### config.mk
export PLATFORM = sky130hd
export DESIGN_NAME = hero_bus_arb
export DESIGN_NICKNAME = d
export VERILOG_FILES = /design/src/rtl/hero_bus_arb.sv
export SDC_FILE = /design/constraint.sdc
export NUM_CORES = 1
export LEC_CHECK = 0
export BUFFER_PORTS_ARGS = -buffer_cell sky130_fd_sc_hd__clkbuf_2
export CAP_MARGIN = 20
export CORE_UTILIZATION = 35
export CTS_CLUSTER_SIZE = 30
export DETAILED_ROUTE_END_ITERATION = 7
export GPL_TIMING_DRIVEN = 0
export HOLD_SLACK_MARGIN = 0.1
export PLACE_DENSITY = 0.78
export SLEW_MARGIN = 20
export SYNTH_ARGS = -nofsm -noshare
export SYNTH_HDL_FRONTEND = slang
export SYNTH_SLANG_ARGS = --single-unit
### constraint.sdc
create_clock -name clk -period 5.7 [get_ports clk]
set_clock_uncertainty 0.15 [all_clocks]
set_input_delay 0 -clock clk [delete_from_list [all_inputs] [get_ports clk]]
set_output_delay 0 -clock clk [all_outputs]
set_load 0.05 [all_outputs]
### src/rtl/hero_bus_arb.sv
// Round-robin arbiter for the shared hero write bus: locks the bus to one
// requester per burst, caps burst length and re-emits beats through one register stage.
//
// state    | meaning
// ST_ARB   | no burst open; next accepted beat picks a winner round-robin
// ST_BURST | bus locked to owner until its last beat or the length cap
module hero_bus_arb #(
  parameter int NUM_REQ   = 4,
  parameter int WR_W      = 64,
  parameter int SRC_W     = 2,
  parameter int MAX_BURST = 16
) (
  input  logic                      clk,
  input  logic                      rst_n,
  input  logic [NUM_REQ-1:0]        req_vld,
  input  logic [NUM_REQ-1:0]        req_last,
  input  logic [NUM_REQ*WR_W-1:0]   req_data,
  output logic [NUM_REQ-1:0]        req_rdy,
  output logic [1:0]                out_cyc,
  output logic [WR_W-1:0]           out_data,
  output logic [SRC_W-1:0]          out_src,
  input  logic                      out_rdy,
  output logic                      busy,
  output logic                      burst_err,
  input  logic                      err_clr
);

  localparam int PTR_W = $clog2(NUM_REQ);
  localparam int CNT_W = $clog2(MAX_BURST);

  localparam logic [1:0] CYC_IDLE  = 2'd0;
  localparam logic [1:0] CYC_VALID = 2'd1;
  localparam logic [1:0] CYC_DONE  = 2'd2;

  localparam logic [PTR_W-1:0] LAST_IDX = PTR_W'(NUM_REQ - 1);
  localparam logic [CNT_W-1:0] CNT_TC   = CNT_W'(MAX_BURST - 1);

  typedef enum logic {ST_ARB, ST_BURST} state_t;

  state_t             state, state_nxt;
  logic [PTR_W-1:0]   rr_ptr, rr_nxt;
  logic [PTR_W-1:0]   owner, owner_nxt;
  logic [CNT_W-1:0]   beat_cnt, cnt_nxt;

  logic               win_found;
  logic [PTR_W-1:0]   win_idx;
  logic [PTR_W-1:0]   scan_idx;

  logic               slot_free;
  logic               gnt_vld;
  logic [PTR_W-1:0]   gnt_idx;
  logic               accept;
  logic               force_end;
  logic               beat_done;
  logic [WR_W-1:0]    gnt_data;

  function automatic logic [PTR_W-1:0] ptr_inc(input logic [PTR_W-1:0] p);
    return (p == LAST_IDX) ? '0 : p + 1'b1;
  endfunction

  // first valid requester at or after rr_ptr, with wrap
  always_comb begin
    win_found = 1'b0;
    win_idx   = '0;
    scan_idx  = rr_ptr;
    for (int k = 0; k < NUM_REQ; k++) begin
      if (!win_found && req_vld[scan_idx]) begin
        win_found = 1'b1;
        win_idx   = scan_idx;
      end
      scan_idx = ptr_inc(scan_idx);
    end
  end

  always_ff @(posedge clk or negedge rst_n) begin
    if (!rst_n) begin
      state    <= ST_ARB;
      rr_ptr   <= '0;
      owner    <= '0;
      beat_cnt <= '0;
    end else begin
      state    <= state_nxt;
      rr_ptr   <= rr_nxt;
      owner    <= owner_nxt;
      beat_cnt <= cnt_nxt;
    end
  end

  always_comb begin
    state_nxt = state;
    rr_nxt    = rr_ptr;
    owner_nxt = owner;
    cnt_nxt   = beat_cnt;
    case (state)
      ST_ARB: begin
        if (accept) begin
          rr_nxt = ptr_inc(win_idx);
          if (!req_last[win_idx]) begin
            state_nxt = ST_BURST;
            owner_nxt = win_idx;
            cnt_nxt   = CNT_W'(1);
          end
        end
      end
      ST_BURST: begin
        if (accept) begin
          if (beat_done) begin
            state_nxt = ST_ARB;
            cnt_nxt   = '0;
          end else begin
            cnt_nxt = beat_cnt + 1'b1;
          end
        end
      end
      default: state_nxt = ST_ARB;
    endcase
  end

  // rst_n gates acceptance so req_rdy stays low while reset is held
  always_comb begin
    slot_free = (out_cyc == CYC_IDLE) || out_rdy;
    gnt_idx   = (state == ST_BURST) ? owner : win_idx;
    gnt_vld   = (state == ST_BURST) ? req_vld[owner] : win_found;
    accept    = rst_n && slot_free && gnt_vld;
    force_end = (state == ST_BURST) && (beat_cnt == CNT_TC) && !req_last[gnt_idx];
    beat_done = req_last[gnt_idx] || force_end;
    req_rdy   = '0;
    if (accept) req_rdy[gnt_idx] = 1'b1;
    gnt_data  = '0;
    for (int i = 0; i < NUM_REQ; i++) begin
      if (gnt_idx == PTR_W'(i)) gnt_data = req_data[i*WR_W +: WR_W];
    end
  end

  always_ff @(posedge clk or negedge rst_n) begin
    if (!rst_n) begin
      out_cyc  <= CYC_IDLE;
      out_data <= '0;
      out_src  <= '0;
    end else if (accept) begin
      out_cyc  <= beat_done ? CYC_DONE : CYC_VALID;
      out_data <= gnt_data;
      out_src  <= SRC_W'(gnt_idx);
    end else if (out_rdy) begin
      out_cyc  <= CYC_IDLE;
    end
  end

  // a new overflow outranks a simultaneous clear
  always_ff @(posedge clk or negedge rst_n) begin
    if (!rst_n) begin
      burst_err <= 1'b0;
    end else if (accept && force_end) begin
      burst_err <= 1'b1;
    end else if (err_clr) begin
      burst_err <= 1'b0;
    end
  end

  assign busy = (state == ST_BURST);

endmodule

==> run_results.csv, run 1 <==
group,metric,value,unit
yosys,synth_edf_count,0,
yosys,yosysWarnings,0,
grt,grt_max_degree,80,
routing,wl_per_cell,18.2,um
placed_design,gp_congestion,0.909,
power,peakVddDrop,0.323,mV
yosys,yosysUniqueCellTypes,69,
yosys,yosysMostFrequentCell,"nand2_1",
die,start_util,35.9,%
placed_design,io_buffers,341,
grt,grt_usage,32.2,%
sta,fin_crit,4.74,ns
routing,vias,8474,
critical_path,path_class,"flip-flop to flip-flop",
yosys,syn-num-nets,1054,
critical_path,crit_top_cell,"dlygate4sd3_1",
yosys,synth_top_area_share,32.8,%
critical_path,critPathRequiredTime,5.82,ns
placed_design,dpl.hpwl,18600,um
power,power_density,707,mW/mm2
critical_path,start_kind,"flip-flop",
yosys,synth_top_area_cell,"dfrtp_1",
sta,setup_viol,0,
grt,grt-ovfl-total,0,
final_layout,area_delta_synth_final,70.5,%
yosys,synthFlopType,"dfrtp_1",
sta,rsz0062_at_grt,"false",
clocking,clockRootBuffer,"clkbuf_16",
final_layout,nets,1599,
final_layout,stdcell_area,0.0102,mm2
clocking,ctsResizeCount,0,
yosys,synth-seq-cells,78,
routing,routed_wl,28400,um
critical_path,rr_worst_depth,14,
yosys,syn_area_per_cell,7.60,um2
critical_path,crit_chain,"ha_1 > buf_4 > xnor2_1 > a211o_1 > a21oi_2 > o211ai_4 > nand2_2 > buf_2 > clkbuf_1 > nand2_1 > nand3_1 > dlygate4sd3_1 > a31o_2 > dlygate4sd3_1",
yosys,async_flop_share,100,%
yosys,syn_inst,784,
routing,ant_nets,0,
grt,antenna_found_initial,3,
clocking,numCtsBuffers,9,
clocking,clock_sinks,78,
die,rows,47,
die,die_y,132,um
clocking,clkTransAtPathRegs,0.06,ns
critical_path,worst_ep_arrival_time,4.86,ns
die,io_pins,342,
routing,dr.pass1.iters,7,
grt,first_global_vias,8494,
run,drv_cap,0,
critical_path,path_max_fanout,10,
worst_hold_path,hold_class,"primary input to asynchronous set/reset pin",
routing,route.detailed.drc,0,
clocking,cts_buffer_depth,2,
critical_path,end_kind,"flip-flop",
final_layout,drive_gt1_share,33.2,%
yosys,seq_area_frac_synth,32.8,%
die,core_area,0.0166,mm2
sta,fmax,211,MHz
yosys,netlist_area,0.00596,mm2
die,die_area,0.0175,mm2
grt,grt_pass1_wl,44200,um
sta,finalHoldViolCount,0,
outcome,outcome,"finished, final reports clean",
routing,via_per_inst,5.44,
critical_path,cpPeakStageDelay,0.55,ns
sta,report.final.slew_viol_count,0,
placed_design,placed_area,0.00795,mm2
clocking,cts_tree,"yes",
sta,post-route-period-util,83.2,%
yosys,netlist_top_cells_area,"dfrtp_1 33%, nand2_1 16%, nand3_1 10%, nor2b_1 6.2%, a31o_2 5.1%",
yosys,synthTopCellsByCount,"249 x nand2_1, 122 x nand3_1, 78 x dfrtp_1",
clocking,insertion_delay,0.33,ns
routing,drt_first_iter_violations,737,
power,leakage,0.00509,uW
sta,max-slew-margin-rel,41.4,%
clocking,htree_levels,3,
critical_path,critPathSlowestCell,"dlygate4sd3_1",
sta,tns,0,ns
die,die_w,132,um
sta,tightest_slew,0.873,ns
[state kept, by name, summed over array words and instances, names as in the netlist]
name / flops
out_data: 64
busy: 1
rr_ptr: 2
out_cyc: 2
owner: 2
out_src: 2
beat_cnt: 4
burst_err: 1
[layout make-up]
type | instances | area (um2)
tap | 220 | 275
fill | 1403 | 6430
multi-input combinational | 632 | 3660
antenna | 3 | 7.51
clock buffer | 12 | 246
sequential | 78 | 1950
clock inverter | 4 | 22.5
timing repair buffer | 534 | 3650
buffer | 63 | 298
inverter | 11 | 41.3
[cell usage in the layout (no fill, tap or decap), drive strengths merged, types with 5 or more instances in the layout]
master / count
a21oi: 9
a31o: 59
buf: 34
clkbuf: 382
dfrtp: 78
dlygate4sd3: 193
inv: 10
mux2: 5
mux2i: 11
nand2: 250
nand3: 122
nor2: 17
nor2b: 59
nor3: 8
o211a: 7
o211ai: 9
o21ai: 8
o2bb2ai: 9
[final timing paths]
check	from	slack, ns	end
min reg2reg	out_src[0]	0.33	out_src[0]
max reg2reg	rr_ptr[0]	0.96	out_data[58]
min	rst_n	0.14	out_data[55]
min in group clk	req_last[2]	0.18	beat_cnt[2]
max in group asynchronous	rst_n	4.77	beat_cnt[2]
max	rr_ptr[0]	0.96	out_data[58]
[through the flow]
| step | cells | worst slack, ns | utilization, % | power (uW) | hold slack [ns] |
|---|---|---|---|---|---|
| after floorplan | 784 | 2.10 | - | 4260 | -0.446 |
| after global placement | 1345 | 1.08 | 47.9 | 5390 | 0.0607 |
| after detailed placement | 1345 | 1.68 | 47.9 | 5450 | -0.0545 |
| after CTS | 1554 | 1.02 | 61.2 | 6970 | 0.154 |
| after global routing | 1556 | 0.695 | 61.2 | 7610 | 0.184 |
| final | 1557 | 0.957 | 61.2 | 7180 | 0.142 |
[metal layers]
| metal | global-route usage [%] | vias up | share of wire, % |
|---|---|---|---|
| met3 | 5.94 | 138 | 7.6 |
| met2 | 55.9 | 531 | 49 |
| met4 | 18.0 | 0 | 5.5 |
| li1 | - | 3836 | - |
| met1 | 37.3 | 3969 | 38 |
| met5 | 0 | - | 0 |
[worst max-delay path: cells and delay by family (launching register included)]
family,cells,cell delay [ns]
AOI/OAI and AO/OA,4,0.97
xor gates and xnor gates,1,0.15
adders and majority gates,1,0.34
buffers and inverters,5,2.06
DFF,1,0.46
and+or+nand+nor,3,0.54
[kinds of logic (layout without fill, tap and decap cells)]
family | count (synthesis) | count (layout) | synth area share [%]
buffers and inverters | 74 | 624 | 5.69
other | 0 | 3 | 0
multiplexers | 19 | 19 | 3.93
flip-flops | 78 | 78 | 32.8
AND/OR/NAND/NOR | 478 | 478 | 37.5
AO/OA/AOI/OAI | 130 | 130 | 19.2
adder cells (fa/ha/maj) | 2 | 2 | 0.420
XOR/XNOR | 3 | 3 | 0.441
[repair_timing]
action / CTS / global route
hold buffers: 193 / 0
buffers inserted: 0 / 0
endpoints found under the hold margin: 146 / 0
[where the power goes]
group	switching (uW)	leakage (uW)	total, uW	internal [uW]
Clock	238	0.000132	544	305
Sequential	170	0.000961	997	827
Combinational	3360	0.00400	5640	2280
Total	3770	0.00509	7180	3410
Power figures use the tool's default switching activity.
==> run 2: changes to the inputs <==
==> constraint.sdc (replaced) <==
create_clock -name clk -period 4.6 [get_ports clk]
set_clock_uncertainty 0.15 [all_clocks]
set_input_delay 0 -clock clk [delete_from_list [all_inputs] [get_ports clk]]
set_output_delay 0 -clock clk [all_outputs]
set_load 0.05 [all_outputs]
==> run 2 against run 1 <==
Via count is 4.6% higher; combinational power up 28%; power increased by 28%; hold slack lost 0.0051 ns; sequential cell count unchanged; non-clock buffer count up 37; setup slack worse by 0.83 ns; sequential share of layout area decreased by 0.74 points; critical path depth is 3 higher; core utilization grew 2.5 points; final cell count is 2.3% higher; design area grew 4.1%; largest power group unchanged.
==> run_results.csv, run 2 (synthesis results as in run 1) <==
group,metric,value,unit
die,die_y,132,um
clocking,htree_levels,3,
routing,wl_per_cell,19.2,um
critical_path,critPathRequiredTime,4.72,ns
die,rows,47,
routing,routed_wl,30600,um
critical_path,start_kind,"flip-flop",
die,start_util,35.9,%
clocking,clkTransAtPathRegs,0.07,ns
power,peakVddDrop,0.419,mV
placed_design,dpl.hpwl,18600,um
sta,fin_crit,4.47,ns
grt,grt_pass1_wl,47500,um
final_layout,nets,1636,
critical_path,path_max_fanout,10,
placed_design,io_buffers,341,
sta,tightest_slew,0.831,ns
final_layout,layout_commonest_cell,"clkbuf_2",
final_layout,final_core_util,63.7,%
critical_path,path_class,"flip-flop to flip-flop",
die,io_pins,342,
routing,route.detailed.drc,0,
outcome,outcome,"finished, final reports clean",
final_layout,top_register,"out_data",
grt,antenna_found_initial,2,
routing,drt_first_iter_violations,830,
sta,fmax,224,MHz
final_layout,area_delta_synth_final,77.5,%
sta,max-slew-margin-rel,44.6,%
run,drv_cap,0,
sta,fin_hold_ws,0.137,ns
critical_path,end_kind,"flip-flop",
final_layout,largest_reg_flops,64,
die,die_area,0.0175,mm2
worst_hold_path,hold_class,"primary input to asynchronous set/reset pin",
routing,ant_nets,0,
sta,post-route-period-util,97.2,%
final_layout,layout_common_cells,"343 x clkbuf_2, 248 x nand2_1, 226 x dlygate4sd3_1",
routing,dr.pass1.iters,6,
routing,vias,8865,
clocking,clockRootBuffer,"clkbuf_16",
grt,first_global_vias,9163,
final_layout,stdcell_area,0.0106,mm2
clocking,clock_sinks,78,
power,p_total,9160,uW
sta,finalHoldViolCount,0,
grt,grt_usage,34.7,%
clocking,insertion_delay,0.33,ns
critical_path,worst_ep_arrival_time,4.59,ns
sta,setup_viol,0,
sta,report.final.slew_viol_count,0,
power,leakage,0.00523,uW
clocking,cts_tree,"yes",
grt,grt_max_degree,80,
placed_design,placed_area,0.00795,mm2
clocking,cts_buffer_depth,2,
die,die_w,132,um
final_layout,drive_gt1_share,33.2,%
grt,grt-ovfl-total,0,
final_layout,largestRegisters,"out_data (64), beat_cnt (4)",
placed_design,gp_congestion,0.909,
clocking,numCtsBuffers,9,
power,power_density,867,mW/mm2
die,core_area,0.0166,mm2
routing,via_per_inst,5.56,
-- run 2: report_power, final --
group | internal, uW | switching [uW] | leakage, uW | total (uW)
Sequential | 1030 | 228 | 0.000960 | 1250
Combinational | 2950 | 4270 | 0.00413 | 7220
Clock | 379 | 306 | 0.000132 | 685
Total | 4350 | 4810 | 0.00523 | 9160
-- run 2: through the flow --
stage / instances / setup WS, ns / TNS (ns)
finish: 1593 / 0.130 / 0
global route: 1592 / -0.0155 / -0.0230
CTS: 1587 / 0.0104 / 0
detailed placement: 1345 / 0.583 / 0
global placement: 1345 / -0.0200 / -0.0200
floorplan: 784 / 0.996 / 0
-- run 2: worst max-delay path: stages, from the launching register on --
cell,delay [ns]
dfrtp_2,0.46
ha_1,0.32
buf_4,0.18
xnor2_1,0.15
o41ai_2,0.30
buf_4,0.18
a21oi_4,0.05
buf_4,0.16
o211ai_4,0.24
and2_1,0.18
buf_6,0.17
buf_6,0.20
clkbuf_4,0.23
nand2_1,0.07
nand3_1,0.08
dlygate4sd3_1,0.57
a31o_1,0.16
dlygate4sd3_1,0.56
-- run 2: timing repair --
item                                    CTS  global route
buffers inserted                          0             5
hold endpoints to repair                146             0
resized for setup                         0            25
endpoints found under the setup margin    0            30
hold buffers                            226             0
-- run 2: final timing paths --
| check | slack, ns | from | to | cells past startpoint |
|---|---|---|---|---|
| setup / recovery | 0.13 | rr_ptr[0] | out_data[16] | 17 |
| setup reg to reg | 0.13 | rr_ptr[0] | out_data[16] | 17 |
| min in group clk | 0.18 | req_last[2] | beat_cnt[2] | 5 |
| hold reg to reg | 0.33 | out_src[0] | out_src[0] | 2 |
| hold / removal | 0.14 | rst_n | out_data[4] | 2 |
| max in group asynchronous | 3.63 | rst_n | rr_ptr[0] | 2 |
-- run 2: final cells by class --
cell class	count	area [um2]
diodes	2	5.00
plain buffers	62	319
clock buffers	12	246
clock inverters	4	22.5
fillers	1339	6010
inverters	11	41.3
multi-input cells	632	3690
flip-flops and latches	78	1950
well taps	220	275
repair buffers	572	4020
-- run 2: routing by layer --
metal  wire, um  global-route usage (%)  up-vias  part of all wire [%]
met1      10700                    38.3     4074                    35
met4       2260                    24.5        0                   7.4
met3       2880                    7.32      199                   9.4
met2      14700                    59.6      688                    48
met5          0                       0        -                     0
li1           -                       -     3904                     -
